## src/rtl/filter_mode_controller.sv

```systemverilog
// filter_mode_controller: owns the filter mode and smoothed pitch that feed
// the per-pixel filter stage. A debounced key advances a shadow mode, raw
// pitch samples are smoothed by an exponential moving average, and both are
// committed only on a start-of-frame pulse. This keeps every frame rendered
// with one consistent set of filter settings.
//
// Optional build macro FILTER_AUTO_CYCLE_EN adds a frame counter that
// injects one press every AUTO_FRAMES frames.
module filter_mode_controller #(
  parameter int NUM_FILTERS     = 4,
  parameter int DEBOUNCE_CYCLES = 1000000,
  parameter int PITCH_SHIFT     = 2,
  parameter int AUTO_FRAMES     = 120
) (
  input  logic        clk,
  input  logic        reset,
  input  logic        key,
  input  logic        pitch_valid,
  input  logic [29:0] pitch_in,
  input  logic        sof,
  output logic [2:0]  filter_selection,
  output logic [29:0] pitch_output,
  output logic        mode_changed
);

  localparam int              DB_W     = $clog2(DEBOUNCE_CYCLES + 1);
  localparam logic [DB_W-1:0] DB_MAX   = DB_W'(DEBOUNCE_CYCLES);
  localparam logic [DB_W-1:0] DB_LAST  = DB_W'(DEBOUNCE_CYCLES - 1);
  localparam logic [2:0]      SEL_LAST = 3'(NUM_FILTERS - 1);

  localparam logic [0:0] SYNCED  = 1'b0;
  localparam logic [0:0] PENDING = 1'b1;

  logic [DB_W-1:0] db_cnt;
  logic            key_press;
  logic            auto_press;
  logic            press_evt;
  logic [2:0]      shadow;
  logic [29:0]     acc;
  logic            acc_loaded;
  logic [0:0]      state;

  // Debounce: count consecutive high cycles, saturate, clear on release
  always_ff @(posedge clk) begin
    if (reset)
      db_cnt <= '0;
    else if (!key)
      db_cnt <= '0;
    else if (db_cnt != DB_MAX)
      db_cnt <= db_cnt + 1'b1;
  end

  // One press per held period: the cycle the count reaches its limit
  assign key_press = key && (db_cnt == DB_LAST);

`ifdef FILTER_AUTO_CYCLE_EN
  localparam int              FC_W    = (AUTO_FRAMES > 1) ? $clog2(AUTO_FRAMES) : 1;
  localparam logic [FC_W-1:0] FC_LAST = FC_W'(AUTO_FRAMES - 1);

  logic [FC_W-1:0] frame_cnt;

  // Frame counter: wraps every AUTO_FRAMES start-of-frame pulses
  always_ff @(posedge clk) begin
    if (reset)
      frame_cnt <= '0;
    else if (sof)
      frame_cnt <= (frame_cnt == FC_LAST) ? '0 : frame_cnt + 1'b1;
  end

  assign auto_press = sof && (frame_cnt == FC_LAST);
`else
  logic [31:0] unused_auto_frames;
  assign unused_auto_frames = AUTO_FRAMES;
  assign auto_press         = 1'b0;
`endif

  // Key and auto presses in the same cycle collapse into a single advance
  assign press_evt = key_press | auto_press;

  // Shadow mode: wraps back to 0 after the last filter
  always_ff @(posedge clk) begin
    if (reset)
      shadow <= '0;
    else if (press_evt)
      shadow <= (shadow == SEL_LAST) ? 3'd0 : shadow + 3'd1;
  end

  // EMA step in 31-bit signed; the true result lies between acc and the
  // sample, so keeping the low 30 bits of the sum is exact.
  logic signed [30:0] ema_diff;
  logic signed [30:0] ema_step;
  logic        [30:0] ema_sum;
  logic               unused_ema_msb;

  // Next accumulator value for a loaded accumulator
  always_comb begin
    ema_diff = $signed({1'b0, pitch_in}) - $signed({1'b0, acc});
    ema_step = ema_diff >>> PITCH_SHIFT;
    ema_sum  = {1'b0, acc} + $unsigned(ema_step);
  end

  assign unused_ema_msb = ema_sum[30];

  // Accumulator: first sample loads directly, later samples are smoothed
  always_ff @(posedge clk) begin
    if (reset) begin
      acc        <= '0;
      acc_loaded <= 1'b0;
    end else if (pitch_valid) begin
      acc        <= acc_loaded ? ema_sum[29:0] : pitch_in;
      acc_loaded <= 1'b1;
    end
  end

  // Commit FSM: outputs move only on sof, from values registered before it
  always_ff @(posedge clk) begin
    if (reset) begin
      state            <= SYNCED;
      filter_selection <= '0;
      pitch_output     <= '0;
      mode_changed     <= 1'b0;
    end else begin
      mode_changed <= 1'b0;
      if (sof)
        pitch_output <= acc;
      if (state == SYNCED) begin
        if (press_evt)
          state <= PENDING;
      end else begin
        if (sof) begin
          filter_selection <= shadow;
          mode_changed     <= (shadow != filter_selection);
          // A press landing on the commit sof waits for the next frame
          state            <= press_evt ? PENDING : SYNCED;
        end
      end
    end
  end

endmodule

```

## config.mk

```make
export PLATFORM = sky130hd
export DESIGN_NAME = filter_mode_controller
export DESIGN_NICKNAME = d
export VERILOG_FILES = /design/src/rtl/filter_mode_controller.sv
export SDC_FILE = /design/constraint.sdc
export NUM_CORES = 1
export LEC_CHECK = 0
export BUFFER_PORTS_ARGS = -buffer_cell sky130_fd_sc_hd__buf_2
export CORE_ASPECT_RATIO = 0.6
export CORE_MARGIN = 1
export CORE_UTILIZATION = 35
export DETAILED_ROUTE_END_ITERATION = 8
export PLACE_DENSITY_LB_ADDON = 0.08
export SETUP_SLACK_MARGIN = 0.05
export SLEW_MARGIN = 5
export SYNTH_ARGS = -nofsm -noshare
export SYNTH_HDL_FRONTEND = slang
export SYNTH_SLANG_ARGS = --single-unit
```

## constraint.sdc

```tcl
create_clock -name clk -period 8.9 [get_ports clk]
set_clock_uncertainty 0.1 [all_clocks]
set_input_delay 0.89 -clock clk [delete_from_list [all_inputs] [get_ports clk]]
set_output_delay 0.89 -clock clk [all_outputs]
set_load 0.01 [all_outputs]
```

-- Word level (Yosys, flattened, before mapping)
Index checks and enable logic that the tools add are counted.
- register bits: 89
- output and inout bits: 34
- logic and storage cells: 28
- bits of input ports: 35
- muxes and demuxes: 5
- equality and inequality tests: 4
- $add $sub $neg: 4
- bitwise logic cells: 3
- reduce and logical (&&, ||, !) cells: 4
- operators with widths (cell ; count):
    30-bit by 30-bit subtractor with 31-bit output ; 1
    30-bit adder ; 1
    30-bit 2-to-1 mux ; 1
    20-bit by 1-bit adder with 20-bit output, second input constant ; 1
    20-bit == test, second input constant ; 1
    20-bit inequality test, second input constant ; 1
    3-bit by 1-bit adder with 3-bit output, second input constant ; 1
    3-bit by 2-bit == test with 1-bit output, second input constant ; 1
    1-bit 2-to-1 mux ; 3
    3-bit 2-to-1 mux ; 1
    3-bit inequality test ; 1
    1-bit inverter ; 3
    3-bit OR reduction ; 1
    2-bit AND reduction ; 1
    2-bit OR reduction ; 1
    1-bit logical AND ; 1

-- Logic depth before layout (Yosys ltp)
Gate-level depths: netlist of the first run.
- word-level depth: 5
- depth in mapped cells: 21
- mapped depth without buffers: 21

-- Worst setup path after synthesis of the first run
Ideal clock, no wire load.
- path kind: input to register
- start: input port pitch_in[4]
- end: register acc[20]
- cell stages on the path: 19
- arrival: 4.680 ns
- path buffers: 0
- slack: 3.982 ns
- required time: 8.663 ns
- path through: ha_1 -> a21o_1 -> or3_1 -> a31oi_1 -> o31ai_1 -> and2_1 -> o21a_1 -> o21a_1 -> nor2_1 -> xnor2_1 -> ha_1 -> and3_1 -> and2_1 -> a21oi_1 -> o31ai_2 -> a41oi_1 -> or3b_2 -> a31oi_1 -> a211oi_1
- longest elaborated chain between the ends: 3
- RTL lines (element ; line ; RTL):
    start: declaration ; 19 ; input logic [29:0] pitch_in,
    30-bit by 30-bit subtractor with 31-bit output ; 97 ; ema_diff = $signed({1'b0, pitch_in}) - $signed({1'b0, acc});
    30-bit adder ; 99 ; ema_sum = {1'b0, acc} + $unsigned(ema_step);
    30-bit 2-to-1 mux ; 110 ; acc <= acc_loaded ? ema_sum[29:0] : pitch_in;
    end signal: assignment ; 110 ;
    end: declaration ; 39 ; logic [29:0] acc;
No other way between the ends.
A chain may end at the register's enable or synchronous reset.

-- Worst setup path after layout of the first run
- start: input port pitch_in[4]
- end: register acc[29]
Same word-level chain as after synthesis.

==> impl_metrics.json, run 1 <==
{
  "yosysSeqAreaShare": 0.274,
  "worstPathArrival_ns": 5.54,
  "ant_nets": 0,
  "cts_buffers": 9,
  "final_nets": 936,
  "cp_num_cells": 21,
  "rsz0062_at_grt": "false",
  "die_h_um": 108,
  "p_per_area_nw_per_um2": 207,
  "final_common_cell": "nor2_1",
  "period_needed_ns": 5.35,
  "die_area_sq_um": 19100,
  "avgRoutedWirePerCell_um": 15.9,
  "drive_gt1_frac": 0.119,
  "ios": 69,
  "portBuffers": 68,
  "drt_first_pass_iters": 5,
  "hp-class": "reg2reg",
  "overflow": 0,
  "hpwl_um": 12900,
  "ctsHoldBuffers": 0,
  "worstPathMaxFanout": 5,
  "endpoint_kind": "flop",
  "cts_tree": "yes",
  "cts_resized": 0,
  "period_share": 0.602,
  "drt_wl_total_um": 17200,
  "endpoint": "acc[29]$_SDFFE_PP0P_",
  "synth_top_area_share": 0.274,
  "slowest_delay_ns": 0.43,
  "status": "finished clean",
  "grt_max_degree": 71,
  "postCtsSetupRepairBufs": 0,
  "synth_area_leaders": "dfxtp_1 27%, ha_1 13%, mux2i_1 7.4%, nor2_1 5.8%, a21oi_1 4.6%",
  "cp-start-kind": "input port",
  "synth_nets": 883,
  "antenna_cells": 0,
  "cts_max_path_buffers": 2,
  "clkTransAtPathRegs_ns": 0.07,
  "gp_congestion": 0.840,
  "slew-limit-headroom": 0.272,
  "r2r.worst_path.cells": 21,
  "reg2reg_slack_ns": 3.73,
  "worst_pin_slew_ns": 1.09,
  "synth_cells": 781,
  "first_global_vias": 5172,
  "cp-startpoint": "pitch_in[4]",
  "mostFrequentLayoutCells": "100 x nor2_1, 88 x dfxtp_1, 68 x buf_2",
  "maxCapViolCount": 0,
  "fin_util": 0.403,
  "cp.required_ns": 9.09,
  "path_cells": "buf_2 -> ha_1 -> a21o_1 -> or3_1 -> a31oi_1 -> nor2_1 -> a21oi_1 -> a2bb2oi_1 -> nand2b_1 -> a21oi_1 -> xnor2_1 -> ha_1 -> and3_1 -> a2111oi_0 -> a41o_1 -> a211o_1 -> nor2_1 -> o22ai_1 -> xor2_1 -> mux2_1 -> a31oi_1",
  "core-area_sq_um": 18100,
  "reg2reg_to": "acc[29]$_SDFFE_PP0P_",
  "crit_slowest_cell": "a2111oi_0",
  "netlist_area_sq_um": 6490,
  "hold_viol": 0,
  "synthArstFlopShare": 0,
  "start_util": 0.359,
  "fmax_ghz": 0.187,
  "synth_top_area_cell": "dfxtp_1",
  "hold_depth": 2,
  "cts_root_buf": "clkbuf_16",
  "insertion_delay_ns": 0.36,
  "crit_buf_inv": 1,
  "ys_ff_latch": 89,
  "std_cell_rows": 38,
  "viasPerCell": 5.21,
  "synth-main-ff-cell": "dfxtp_1",
  "cts_num_sinks": 89,
  "grt_pass1_wl_um": 27300,
  "hold_ws_ns": 0.387,
  "syn_area_per_cell_sq_um": 8.32,
  "synth_cell_type_count": 65,
  "areaGrowthSynthToFinish_pct": 12.3,
  "r2r-start": "acc[4]$_SDFFE_PP0P_",
  "p_leak_nw": 3.19,
  "critical-path-top-delay-family": "compound AO/OA/AOI/OAI gates",
  "ir_drop_mv": 0.0972,
  "yosys_warnings": 0,
  "vias": 5624,
  "first_iter_violations": 365,
  "antenna_found_initial": 0,
  "final_max_slew_viol_count": 0,
  "criticalPathCategory": "in2reg",
  "grt_use_total": 0.186,
  "drcViolationCount": 0,
  "setup_tns_ns": 0,
  "cts_max_level": 3,
  "setup_viol": 0,
  "die-width_um": 178,
  "synth_edf_count": 0
}
## where the power goes
group          switching [mW]  internal, mW
clock network           0.177         0.192
logic                   0.402         0.288
registers              0.0280         0.423
## worst min path at each step
stage	startpoint	endpoint	slack, ns
after floorplan	shadow[2]$_SDFFE_PP0P_	shadow[2]$_SDFFE_PP0P_	0.37
after global placement	pitch_output[26]$_SDFFE_PP0P_	pitch_output[26]$_SDFFE_PP0P_	0.37
after detailed placement	filter_selection[1]$_SDFFE_PP0P_	filter_selection[1]$_SDFFE_PP0P_	0.38
after CTS	filter_selection[1]$_SDFFE_PP0P_	filter_selection[1]$_SDFFE_PP0P_	0.39
after global routing	pitch_output[24]$_SDFFE_PP0P_	pitch_output[24]$_SDFFE_PP0P_	0.41
final	pitch_output[8]$_SDFFE_PP0P_	pitch_output[8]$_SDFFE_PP0P_	0.39
## cell type report
cell class,count,area [sq um]
Tap cell,240,300
Inverter,52,195
Clock buffer,10,229
Multi-Input combinational cell,611,4370
Sequential cell,89,1780
Timing Repair Buffer,71,363
Clock inverter,6,48.8
Fill cell,1890,10800
## metrics by stage
step           setup slack [ns]  std cells  instance area, sq um  power [mW]
2_1_floorplan              3.98        781                  6490       0.979
3_3_place_gp               3.32       1063                  7020        1.14
3_5_place_dp               3.18       1063                  7020        1.14
4_1_cts                    3.53       1079                  7290        1.53
5_1_grt                    3.19       1079                  7290        1.63
6_report                   3.55       1079                  7290        1.51
## synth_stat cells (all sizes together) (3+ instances only)
cell type / number
nor2: 100
dfxtp: 89
ha: 66
a21oi: 60
inv: 52
mux2i: 48
nand2: 38
xnor2: 33
xor2: 33
a211oi: 29
a21o: 26
o21ai: 25
clkbuf: 24
nand3: 24
nand4: 10
nor3: 10
nand2b: 9
a31oi: 8
and3: 8
o21bai: 7
o211ai: 6
a211o: 5
nor2b: 5
a311oi: 4
and2: 4
and4: 4
buf: 4
o31ai: 4
or3: 4
nor4: 3
o21a: 3
o22ai: 3
## flip-flops by register name, indices dropped and copies added (netlist names)
signal / count
acc_loaded: 1
mode_changed: 1
db_cnt: 20
acc: 30
filter_selection: 3
pitch_output: 30
shadow: 3
state: 1
## metal layers
metal / global-route usage / vias to the layer above / wire [um]
met5: 0 / - / 0
met1: 0.281 / 2590 / 9590
met3: 0.0473 / 10 / 918
met4: 0.0525 / 0 / 156
li1: - / 2911 / -
met2: 0.253 / 113 / 6510
## worst min-delay path, delay by kind of cell, from the launching register on
kind | cells | cell delay [ns]
AND/OR/NAND/NOR | 1 | 0.07
multiplexers | 1 | 0.06
flip-flops | 1 | 0.32
## cells by family after synthesis
family          after synthesis  share of synthesized area
mux                          49                     0.0757
flops                        89                      0.274
xor+xnor                     66                     0.0890
simple gates                228                      0.164
fa+ha+maj                    67                      0.130
compound gates              201                      0.215
buf+inv                      81                     0.0522
No activity file was read; power rests on OpenSTA's default activity.
==> run 2: changes to the inputs <==
--- a/config.mk
+++ b/config.mk
@@ -5,6 +5,7 @@
 export SDC_FILE = /design/constraint.sdc
 export NUM_CORES = 1
 export LEC_CHECK = 0
+export ABC_AREA = 1
 export BUFFER_PORTS_ARGS = -buffer_cell sky130_fd_sc_hd__buf_2
 export CORE_ASPECT_RATIO = 0.6
 export CORE_MARGIN = 1
==> constraint.sdc (replaced) <==
create_clock -name clk -period 4.8 [get_ports clk]
set_clock_uncertainty 0.1 [all_clocks]
set_input_delay 0.48 -clock clk [delete_from_list [all_inputs] [get_ports clk]]
set_output_delay 0.48 -clock clk [all_outputs]
set_load 0.01 [all_outputs]
==> run 2 against run 1 <==
Critical path depth decreased by 4; sequential power increased by 83%; worst hold slack got worse by 0.024 ns; clock-buffer cell count rose by 1; non-clock buffer count shrank 2; final cell count is 38% higher; register-to-register slack worse by 2.9 ns; sequential cell count stayed put; global-route usage grew 5.9 points; wire length up 50%; worst setup slack worse by 2.7 ns; largest power group unchanged.
==> impl_metrics.json, run 2 <==
{
  "status": "finished clean",
  "std_cell_rows": 40,
  "hold_ws_ns": 0.363,
  "cts_buffers": 9,
  "final_common_cell": "nand2_1",
  "ys_top_cells_by_count": "264 x nand2_1, 140 x a21oi_1, 131 x inv_1",
  "synth_cells": 1159,
  "met1_length_um": 15300,
  "top_regs": "acc: 30 flops, pitch_output: 30 flops, db_cnt: 20 flops",
  "synth_nets": 1261,
  "die_area_sq_um": 21600,
  "dp_cells": 1473,
  "synth-simple-area-share": 0.310,
  "power_mw": 3.11,
  "synthArstFlopShare": 0,
  "synth_top_area_cell": "dfxtp_1",
  "worstPathMaxFanout": 5,
  "synth_top_area_share": 0.243,
  "cp.required_ns": 4.92,
  "yosysSeqAreaShare": 0.243,
  "dpl_cell_area_sq_um": 7920,
  "cts_tree": "yes",
  "cts_resized": 0,
  "endpoint_kind": "flop",
  "ctsHoldBuffers": 0,
  "setup_tns_ns": 0,
  "slew-limit-headroom": 0.359,
  "worst_pin_slew_ns": 0.961,
  "die-width_um": 189,
  "final_nets": 1313,
  "drive_gt1_frac": 0.0979,
  "design_area_sq_um": 8220,
  "hold_viol": 0,
  "yosysMostFrequentCell": "nand2_1",
  "syn_area_per_cell_sq_um": 6.33,
  "drt_wl_total_um": 25800,
  "period_share": 0.830,
  "cts_num_sinks": 89,
  "synthXorXnorAreaFrac": 0.0514,
  "ys_ff_latch": 89,
  "synth_cell_type_count": 44,
  "combPwrFrac": 0.486,
  "ios": 69,
  "cts_max_level": 3,
  "yosys_warnings": 0,
  "netlist_area_sq_um": 7330,
  "period_needed_ns": 3.98,
  "setup_viol": 0,
  "synth-main-ff-cell": "dfxtp_1",
  "r2r.worst_path.cells": 17,
  "switching_power_mw": 1.42,
  "core-area_sq_um": 20300,
  "die_h_um": 114,
  "portBuffers": 68,
  "synth_edf_count": 0,
  "first_iter_violations": 643,
  "criticalPathCategory": "reg2reg",
  "antenna_cells": 0,
  "hpwl_um": 20800,
  "avgRoutedWirePerCell_um": 17.3,
  "synthMuxAreaShare": 0,
  "dr_wl_met3_um": 2080,
  "clkTransAtPathRegs_ns": 0.07,
  "worstPathArrival_ns": 4.10,
  "overflow": 0,
  "swShare": 0.457,
  "start_util": 0.362,
  "power.internal_mw": 1.69,
  "p_per_area_nw_per_um2": 379,
  "clock_power_share": 0.249,
  "seqPwrFrac": 0.265,
  "viasPerCell": 5.20,
  "drcViolationCount": 0,
  "first_global_vias": 6784,
  "cts_root_buf": "clkbuf_16",
  "gp_congestion": 0.968,
  "maxCapViolCount": 0,
  "rsz0062_at_grt": "false",
  "p_leak_nw": 3.78,
  "vias": 7742,
  "drt_first_pass_iters": 5,
  "mostFrequentLayoutCells": "264 x nand2_1, 140 x a21oi_1, 131 x inv_1",
  "grt_pass1_wl_um": 39700,
  "wl_met2_um": 8230,
  "grt_use_total": 0.245,
  "final_max_slew_viol_count": 0,
  "final_cells": 1488,
  "highest_layer": "met4",
  "fmax_ghz": 0.251,
  "nFillCells": 2258,
  "synth_area_leaders": "dfxtp_1 24%, nand2_1 14%, ha_1 11%, a21oi_1 9.6%, inv_1 6.7%",
  "grt_max_degree": 62,
  "synth_compound_area_frac": 0.193,
  "synthAdderAreaFrac": 0.115,
  "cts_max_path_buffers": 2,
  "postCtsSetupRepairBufs": 0,
  "ant_nets": 0,
  "antenna_found_initial": 0,
  "cp-start-kind": "flop",
  "hp-class": "in2reg",
  "hold_depth": 3,
  "areaGrowthSynthToFinish_pct": 12.1,
  "synth_top_family_by_area": "simple AND/OR/NAND/NOR gates",
  "insertion_delay_ns": 0.37,
  "ir_drop_mv": 0.207
}
[run 2: metal layers]
layer  track usage  up-vias
li1              -     3942
met1         0.425     3505
met2         0.279      279
met3        0.0595       16
met4        0.0435        0
met5             0        -
[run 2: power groups by stage]
| stage | Combinational [mW] | Clock, mW | Sequential [mW] |
|---|---|---|---|
| after global placement | 1.48 | 0 | 0.841 |
| after global routing | 1.67 | 0.816 | 0.830 |
| after CTS | 1.47 | 0.793 | 0.824 |
| final | 1.51 | 0.775 | 0.826 |
| after floorplan | 1.02 | 0 | 0.836 |
| after detailed placement | 1.46 | 0 | 0.840 |
[run 2: metrics by stage]
stage / utilization / setup WS [ns]
final: 0.406 / 0.817
after global routing: 0.406 / 0.385
after CTS: 0.406 / 0.927
after detailed placement: 0.391 / 0.858
after global placement: 0.391 / 0.824
after floorplan: - / 1.64
[run 2: final timing paths]
check                                          from  slack [ns]                   end
worst min-delay path                   pitch_in[18]        0.36  acc[18]$_SDFFE_PP0P_
worst max-delay path            acc[9]$_SDFFE_PP0P_        0.82  acc[20]$_SDFFE_PP0P_
worst max register to register  acc[9]$_SDFFE_PP0P_        0.82  acc[20]$_SDFFE_PP0P_
worst min register to register     state$_SDFF_PP0_        0.38      state$_SDFF_PP0_
[run 2: cell type report]
type | instances | area, sq um | share of cell area
clock buffers | 11 | 253 | 0.0307
well taps | 273 | 342 | 0.0415
flip-flops and latches | 89 | 1780 | 0.217
clock inverters | 4 | 51.3 | 0.00624
repair buffers | 69 | 348 | 0.0423
inverters | 143 | 537 | 0.0653
multi-input cells | 899 | 4910 | 0.597
[run 2: cells by family (layout without fill, tap and decap cells)]
family / count (synthesis) / in the layout
simple gates: 526 / 526
flops: 89 / 89
compound gates: 263 / 263
xor+xnor: 43 / 43
buf+inv: 171 / 227
fa+ha+maj: 67 / 67
[run 2: worst max-delay path, cell delays in order, from the launching register on]
cell,delay [ns]
dfxtp_1,0.44
inv_1,0.10
ha_1,0.42
nand2_1,0.14
nor2_1,0.11
inv_1,0.06
nor3_1,0.23
nand3_1,0.12
nand3_1,0.18
xor2_1,0.28
ha_1,0.34
a21oi_1,0.26
o21ai_0,0.22
a21oi_1,0.22
nand3_1,0.19
xor2_1,0.20
o21ai_1,0.13
a21oi_1,0.08
